[src/rtl/score_bcd_conv_pkg.sv]
// Shared constants, FSM encoding and helpers for the score-to-BCD feeder.
// Widths here are the defaults; the top module re-exposes them as parameters.
package score_bcd_conv_pkg;

  localparam int       SCORE_W    = 10;
  localparam int       DIGITS     = 3;
  localparam logic [3:0] BLANK_CODE = 4'hF;

  typedef enum logic [1:0] {
    ST_IDLE   = 2'd0,
    ST_SHIFT  = 2'd1,
    ST_COMMIT = 2'd2
  } state_t;

  // Largest value representable in n decimal digits (10^n - 1).
  function automatic int unsigned max_score(input int n);
    int unsigned v;
    v = 1;
    for (int i = 0; i < n; i++) begin
      v = v * 10;
    end
    return v - 1;
  endfunction

endpackage

[src/rtl/score_bcd_conv_bcd_add3_stage.sv]
// Combinational double-dabble correction: each BCD nibble >= 5 gets +3
// so that the following left shift carries correctly into the next digit.
module bcd_add3_stage #(
  parameter int DIGITS = 3
) (
  input  logic [4*DIGITS-1:0] bcd_in,
  output logic [4*DIGITS-1:0] bcd_out
);

  for (genvar gi = 0; gi < DIGITS; gi++) begin : g_nib
    assign bcd_out[4*gi +: 4] = (bcd_in[4*gi +: 4] >= 4'd5) ? (bcd_in[4*gi +: 4] + 4'd3)
                                                            : bcd_in[4*gi +: 4];
  end

endmodule

[src/rtl/score_bcd_conv.sv]
// Per-frame binary score to BCD converter with frame-stable committed digits
// and a registered, leading-zero-blanking per-digit read port.
module score_bcd_conv
  import score_bcd_conv_pkg::*;
#(
  parameter int         SCORE_W    = score_bcd_conv_pkg::SCORE_W,
  parameter int         DIGITS     = score_bcd_conv_pkg::DIGITS,
  parameter int         LZ_BLANK   = 1,
  parameter logic [3:0] BLANK_CODE = score_bcd_conv_pkg::BLANK_CODE
) (
  input  logic                  vga_clk,
  input  logic                  sys_rst,
  input  logic                  frame_start,
  input  logic [SCORE_W-1:0]    score,
  output logic                  busy,
  output logic                  done,
  input  logic [1:0]            dig_sel,
  output logic [3:0]            dig_out,
  output logic [4*DIGITS-1:0]   digits_flat
);

  localparam int          BCD_W   = 4*DIGITS;
  localparam int          SR_W    = BCD_W + SCORE_W;
  localparam int          CNT_W   = $clog2(SCORE_W+1);
  localparam int unsigned SAT_VAL = max_score(DIGITS);

  state_t             state_q, state_d;
  logic [SR_W-1:0]    sr_q, sr_d;
  logic [CNT_W-1:0]   cnt_q, cnt_d;
  logic [BCD_W-1:0]   digits_q, digits_d;
  logic               busy_q, busy_d;
  logic               done_q, done_d;
  logic [3:0]         dig_out_q, dig_out_d;

  logic [BCD_W-1:0]   bcd_adj;
  logic [SCORE_W-1:0] score_sat;
  logic [3:0]         digit_arr [DIGITS];
  logic [DIGITS-1:0]  lz;

  bcd_add3_stage #(.DIGITS(DIGITS)) u_add3 (
    .bcd_in  (sr_q[SR_W-1 -: BCD_W]),
    .bcd_out (bcd_adj)
  );

  // Saturate at full input width so large scores never wrap into the BCD range.
  always_comb begin
    score_sat = score;
    if (32'(score) > SAT_VAL) begin
      score_sat = SCORE_W'(SAT_VAL);
    end
  end

  always_comb begin
    state_d  = state_q;
    sr_d     = sr_q;
    cnt_d    = cnt_q;
    digits_d = digits_q;
    busy_d   = busy_q;
    done_d   = 1'b0;
    unique case (state_q)
      ST_IDLE: begin
        if (frame_start) begin
          sr_d    = {{BCD_W{1'b0}}, score_sat};
          cnt_d   = '0;
          busy_d  = 1'b1;
          state_d = ST_SHIFT;
        end
      end
      ST_SHIFT: begin
        sr_d  = {bcd_adj[BCD_W-2:0], sr_q[SCORE_W-1:0], 1'b0};
        cnt_d = cnt_q + 1'b1;
        if (cnt_q == CNT_W'(SCORE_W-1)) begin
          state_d = ST_COMMIT;
        end
      end
      ST_COMMIT: begin
        digits_d = sr_q[SR_W-1 -: BCD_W];
        done_d   = 1'b1;
        busy_d   = 1'b0;
        state_d  = ST_IDLE;
      end
      default: state_d = ST_IDLE;
    endcase
  end

  // digit_arr[0] is the most significant digit; lz[i] means digits 0..i are all zero.
  for (genvar gi = 0; gi < DIGITS; gi++) begin : g_dig
    assign digit_arr[gi] = digits_q[4*(DIGITS-1-gi) +: 4];
    if (gi == 0) begin : g_lz0
      assign lz[gi] = (digit_arr[gi] == 4'd0);
    end else begin : g_lzn
      assign lz[gi] = lz[gi-1] & (digit_arr[gi] == 4'd0);
    end
  end

  always_comb begin
    dig_out_d = BLANK_CODE;
    for (int i = 0; i < DIGITS; i++) begin
      if (int'(dig_sel) == i) begin
        if ((LZ_BLANK != 0) && (i < DIGITS-1) && lz[i]) begin
          dig_out_d = BLANK_CODE;
        end else begin
          dig_out_d = digit_arr[i];
        end
      end
    end
  end

  always_ff @(posedge vga_clk) begin
    if (sys_rst) begin
      state_q   <= ST_IDLE;
      sr_q      <= '0;
      cnt_q     <= '0;
      digits_q  <= '0;
      busy_q    <= 1'b0;
      done_q    <= 1'b0;
      dig_out_q <= 4'd0;
    end else begin
      state_q   <= state_d;
      sr_q      <= sr_d;
      cnt_q     <= cnt_d;
      digits_q  <= digits_d;
      busy_q    <= busy_d;
      done_q    <= done_d;
      dig_out_q <= dig_out_d;
    end
  end

  assign busy        = busy_q;
  assign done        = done_q;
  assign dig_out     = dig_out_q;
  assign digits_flat = digits_q;

endmodule

[config.mk]
export PLATFORM = sky130hd
export DESIGN_NAME = score_bcd_conv
export DESIGN_NICKNAME = d
export VERILOG_FILES = /design/src/rtl/score_bcd_conv_pkg.sv /design/src/rtl/score_bcd_conv_bcd_add3_stage.sv /design/src/rtl/score_bcd_conv.sv
export SDC_FILE = /design/constraint.sdc
export NUM_CORES = 1
export LEC_CHECK = 0
export BUFFER_PORTS_ARGS = -buffer_cell sky130_fd_sc_hd__clkbuf_2
export CAP_MARGIN = 25
export CELL_PAD_IN_SITES_DETAIL_PLACEMENT = 0
export CELL_PAD_IN_SITES_GLOBAL_PLACEMENT = 1
export CORE_AREA = 2 2 98 62
export CTS_CLUSTER_DIAMETER = 30
export DETAILED_ROUTE_END_ITERATION = 8
export DIE_AREA = 0 0 100 64
export GPL_ROUTABILITY_DRIVEN = 1
export PLACE_DENSITY = 0.77
export SYNTH_ARGS = -nofsm -noshare
export SYNTH_HDL_FRONTEND = slang
export SYNTH_SLANG_ARGS = --single-unit
export TNS_END_PERCENT = 10
[constraint.sdc]
create_clock -name vga_clk -period 2.5 [get_ports vga_clk]
set_input_delay 0.125 -clock vga_clk [delete_from_list [all_inputs] [get_ports vga_clk]]
set_output_delay 0.125 -clock vga_clk [all_outputs]
set_load 0.01 [all_outputs]
### Yosys cells after proc, flatten, opt, wreduce, memory -nomap -nowiden

Cells that the tools add are included.

| storage, ports and cells | value |
|---|---|
| register bits | 46 |
| bits of input ports | 15 |
| output and inout port bits | 18 |
| logic and storage cells | 51 |

| operators by class | value |
|---|---|
| add/subtract/negate cells | 4 |
| magnitude comparators | 4 |
| equal/unequal tests | 7 |
| muxes and demuxes | 19 |
| bitwise operators | 1 |
| reductions and logical operators | 9 |

Operators with widths:

| operator | count |
|---|---|
| 22-bit case mux with 2 select lines | 1 |
| 4-bit two-way mux | 8 |
| 22-bit two-way mux | 1 |
| 4-bit by 3-bit greater-or-equal comparator with 1-bit output (second input constant) | 3 |
| 10-bit > comparator (second input constant) | 1 |
| 10-bit two-way mux | 1 |
| 4-bit by 2-bit adder with 4-bit output (second input constant) | 2 |
| 4-bit zero test | 2 |
| 4-bit case mux with 2 select lines | 1 |
| 2-bit equality test (second input constant) | 3 |
| 2-bit AND reduction | 3 |
| 4-bit by 1-bit adder with 4-bit output (second input constant) | 1 |
| 4-bit equality test (second input constant) | 1 |
| 2-bit zero test | 2 |
| 2-bit two-way mux | 2 |
| 2-bit != test (second input constant) | 2 |
| 2-bit case mux with 2 select lines | 1 |
| 2-bit nonzero test | 2 |
| 3-bit by 2-bit adder with 3-bit output (second input constant) | 1 |
| 3-bit two-way mux | 1 |
| 2-bit by 1-bit equality test with 1-bit output (second input constant) | 1 |
| 1-bit two-way mux | 2 |
| 1-bit case mux with 2 select lines | 1 |
| 1-bit bitwise AND | 1 |

### Depth between registers and ports, before layout

| logic depth | value |
|---|---|
| word-level depth | 5 |
| depth in mapped cells | 6 |
| gate-level depth less buffers | 6 |

### Hierarchy

A second synthesis with hierarchy kept.

| second synthesis, totals | value |
|---|---|
| cells, all modules | 244 |
| area, all modules | 2122.0 um^2 |

Modules (own cells, without submodules):

| module | times used | cells an instance | area each (um^2) | seq. area each (um^2) |
|---|---|---|---|---|
| score_bcd_conv | 1 | 196 | 1818.0 | 920.9 |
| bcd_add3_stage | 1 | 48 | 304.0 | 0.0 |

### Least setup slack after synthesis

Ideal clock, no wire load.

| path | value |
|---|---|
| path kind | register to register |
| start | register sr_q[11] |
| end | register sr_q[12] |
| setup time | 117 ps |
| data arrival time | 1233 ps |
| data required time | 2383 ps |
| slack | 1150 ps |
| cell stages (with the launch flop) | 7 |
| buffers on the path | 0 |
| clock period less this slack | 1350 ps |
| cells stage by stage | dfxtp_1 inv_1 ha_1 nand2b_1 a21oi_1 mux2i_1 a22o_1 |

| between the ends | value |
|---|---|
| longest elaborated chain between the ends | 3 |
| elaborated cells between the ends (all ways) | 4 |
| classes of those cells | 1 x add/sub; 1 x order compare; 2 x mux |

RTL lines:

| what | line | source |
|---|---|---|
| start, declared | score_bcd_conv.sv:28 | `logic [SR_W-1:0] sr_q, sr_d;` |
| start signal, assigned | score_bcd_conv.sv:120 | `sr_q <= sr_d;` |
| 4-bit by 2-bit adder with 4-bit output / 4-bit by 3-bit greater-or-equal comparator with 1-bit output (equally long branches) | score_bcd_conv_bcd_add3_stage.sv:11 | `assign bcd_out[4*gi +: 4] = (bcd_in[4*gi +: 4] >= 4'd5) ? (bcd_in[4*gi +: 4] + 4'd3)` |
| 4-bit two-way mux * | score_bcd_conv_bcd_add3_stage.sv:11 |  |
| 22-bit case mux with 2 select lines * | score_bcd_conv.sv:60 | `unique case (state_q)` |

Every way passes the cells marked *; elsewhere a longest branch is shown, timed or not.
A chain may end at the register's enable or synchronous reset.

### Final worst setup path

| path | value |
|---|---|
| start | register state_q[1] |
| end | register sr_q[5] |

| between the ends | value |
|---|---|
| longest elaborated chain between the ends | 3 |
| elaborated cells between the ends (all ways) | 6 |
| classes of those cells | 2 x eq/ne; 1 x mux; 3 x reduce/logical |

RTL lines:

| what | line | source |
|---|---|---|
| start, declared | score_bcd_conv.sv:27 | `state_t state_q, state_d;` |
| start signal, assigned | score_bcd_conv.sv:119 | `state_q <= state_d;` |
| 2-bit by 1-bit equality test with 1-bit output / 2-bit zero test (equally long branches) | score_bcd_conv.sv:60 |  |
| 2-bit nonzero test (no source line) / 2-bit != test (equally long branches) | n/a |  |
| 2-bit AND reduction (no source line) | n/a |  |

Parallel ways exist; a longest one is shown, timed or not.

==> flow_metrics.env <==
export IMPL_outcome="finished, final reports clean"
export IMPL_grt_use_total_pct=15.8
export IMPL_synth_area_leader_cell="dfxtp_1"
export IMPL_relSlewSlack_pct=37.5
export IMPL_area_delta_synth_final_pct=13.7
export IMPL_period_share_pct=72.7
export IMPL_power_density_mw_per_mm2=575
export IMPL_syn_area_sq_mm=0.00204
export IMPL_drv_slew=0
export IMPL_yosys_area_share_adder_pct=4.90
export IMPL_grt_pass1_wl_mm=7.94
export IMPL_power_total_mw=1.34
export IMPL_crit_type="flip-flop to flip-flop"
export IMPL_critical_path_buf_inv_count=0
export IMPL_post_cts_buffers=0
export IMPL_ys_warn_count=0
export IMPL_gp_congestion=0.848
export IMPL_crit_path_max_incr_delay_ns=0.71
export IMPL_die_area_sq_mm=0.00640
export IMPL_ys_top_cells_by_area="dfxtp_1 45%, nand2_1 6.4%, a21oi_1 5.9%, nor2_1 5.5%, ha_1 4.9%"
export IMPL_drc=0
export IMPL_clk_latency_ns=0.29
export IMPL_final_core_util_pct=42.5
export IMPL_routed_wl_met3_um=172
export IMPL_reg2reg_slack_ns=0.68
export IMPL_dp_slack_ns=0.716
export IMPL_synth_top_family_by_area="simple AND/OR/NAND/NOR gates"
export IMPL_place_area_sq_mm=0.00225
export IMPL_drive_gt1_share_pct=18.1
export IMPL_grt_max_degree=20
export IMPL_die_y_um=64
export IMPL_yosysUniqueCellTypes=35
export IMPL_timing_fmax_ghz=0.551
export IMPL_yosys_area_share_simple_pct=21.7
export IMPL_p_leak_nw=0.953
export IMPL_nets=294
export IMPL_worst_slew_pin_slew_ns=0.934
export IMPL_io_pins=33
export IMPL_yosys_area_top_type_share_pct=45.0
export IMPL_wl_per_cell_um=13.7
export IMPL_met1_length_mm=2.70
export IMPL_firstDrtPassIters=5
export IMPL_setup_worst_path_start_class="flip-flop"
export IMPL_max_cap_violations=0
export IMPL_instances_no_fill=340
export IMPL_grt_pass1_vias=1635
export IMPL_critPathCaptureType="flip-flop"
export IMPL_antenna_cells=0
export IMPL_fin_area_sq_mm=0.00232
export IMPL_finClkSkew_ns=0.00876
export IMPL_cts_reportedPaths_clkPinSlew_ns=0.09
export IMPL_async_reset_ff_share_pct=0
export IMPL_synth_common_cells="46 x dfxtp_1, 35 x nand2_1, 30 x nor2_1, 24 x a21oi_1"
export IMPL_clk_path_buf_depth=2
export IMPL_cts_tree="yes"
export IMPL_rows=21
export IMPL_synth_most_common_cell="dfxtp_1"
export IMPL_dp_hpwl_mm=3.45
export IMPL_wl_mm=4.67
export IMPL_avgViaCountPerCell=5.09
export IMPL_timing_final_ws_setup_ns=0.683
export IMPL_ys_seq_area_share_pct=45.0
export IMPL_seqCellArea_sq_um=921
export IMPL_timing_hold_ws_ns=0.0431
export IMPL_synthMuxAreaShare_pct=2.02
export IMPL_antenna_found_initial=0
export IMPL_finalSetupViolCount=0
export IMPL_syn_nets=265
export IMPL_path_cells="o21ba_2 > nor2_1 > a22oi_1 > nand2_1"
export IMPL_synth_cells=242
export IMPL_drtAntennaViolNets=0
export IMPL_worst_path_dominant_cell_family="simple AND/OR/NAND/NOR gates"
export IMPL_ys_ff_latch=46
export IMPL_rsz0062_at_grt="no"
export IMPL_coreArea_sq_mm=0.00547
export IMPL_grt_overflow=0
export IMPL_ys_flop_type="dfxtp_1"
export IMPL_synth_xor_area_share_pct=2.14
export IMPL_die_w_um=100
export IMPL_cp_slowest_cell="nor2_1"
export IMPL_cts_buffers=5
export IMPL_drt_iter0_markers=88
export IMPL_topRoutingLayerUsed="met3"
export IMPL_cts_root_buf="clkbuf_8"
export IMPL_ctsHtreeMaxLevel=2
export IMPL_cts_sinks=46
export IMPL_wl_met2_mm=1.79
export IMPL_syn_area_per_cell_sq_um=8.45
export IMPL_holdBufCountCts=0
export IMPL_initial_utilization_pct=37.4
export IMPL_arrival_ns=2.06
export IMPL_io_buffers=32
export IMPL_required_ns=2.74
export IMPL_synth_compound_area_share_pct=19.3
export IMPL_post_cts_resized=0
export IMPL_worstHoldPathType="primary input to flip-flop"
export IMPL_vias=1729
export IMPL_finalSetupTns_ns=0
export IMPL_period_minus_slack_ns=1.82
export IMPL_synth_edf_count=0
export IMPL_hold_viol=0
export IMPL_fill_cells=572
export IMPL_worstPathMaxFanout=13
export IMPL_multiInputGateArea_sq_mm=0.00102
export IMPL_irDropWorstVdd_uv=208
export IMPL_place_inst=333
logic make-up after synthesis:
kind of cell	Yosys count
and+or+nand+nor	98
AOI/OAI and AO/OA	58
DFF	46
buffers and inverters	23
adders and majority gates	8
xor gates and xnor gates	5
muxes	4
power by group:
part	switching, mW	total [mW]	internal [mW]	leakage, nW
clock network	0.241	0.429	0.188	0.0438
registers	0.0198	0.779	0.759	0.375
logic	0.0771	0.128	0.0513	0.534
total	0.338	1.34	0.999	0.953
flip-flops by register name, summed over array words and instances (netlist names):
register     count
busy             1
digits_flat     12
sr_q            22
dig_out          4
cnt_q            4
done             1
state_q          2
routing by layer:
layer / up-vias / track usage (%)
met1: 797 / 24.2
met4: 0 / 3.60
li1: 905 / -
met2: 27 / 21.3
met3: 0 / 4.81
met5: - / 0
path summary, 6_finish.rpt:
path                    from  endpoint  depth (start not counted)
hold reg to reg      sr_q[4]   sr_q[5]                          2
setup reg to reg  state_q[1]   sr_q[5]                          4
hold / removal      score[1]   sr_q[1]                          3
setup / recovery  state_q[1]   sr_q[5]                          4
worst register-to-register path, cell delays in order (launching register included):
cell	delay, ns
dfxtp_1	0.52
o21ba_2	0.24
nor2_1	0.71
a22oi_1	0.21
nand2_1	0.10
final cells by class:
type                            instances  share of cell area [%]
Clock buffer                            5                    2.96
Clock inverter                          2                   0.431
Timing Repair Buffer                   34                    7.53
Sequential cell                        46                    39.6
Multi-Input combinational cell        173                    44.0
Inverter                               11                    1.78
Tap cell                               69                    3.71
cells in the final DEF, fill, tap and decap left out, types with 3 or more instances in the layout:
cell type	netlist	routed
a21oi_1	24	24
a22o_1	9	9
clkbuf_2	0	32
clkbuf_8	0	5
dfxtp_1	46	46
ha_1	8	8
inv_1	11	11
mux2i_1	3	3
nand2_1	35	35
nand2b_1	4	4
nand3_1	4	4
nor2_1	30	30
nor3_1	7	7
nor4_1	11	11
o21ai_0	9	9
o221ai_1	3	3
xnor2_1	3	3
Note: power is estimated with default switching activity, not from simulation.
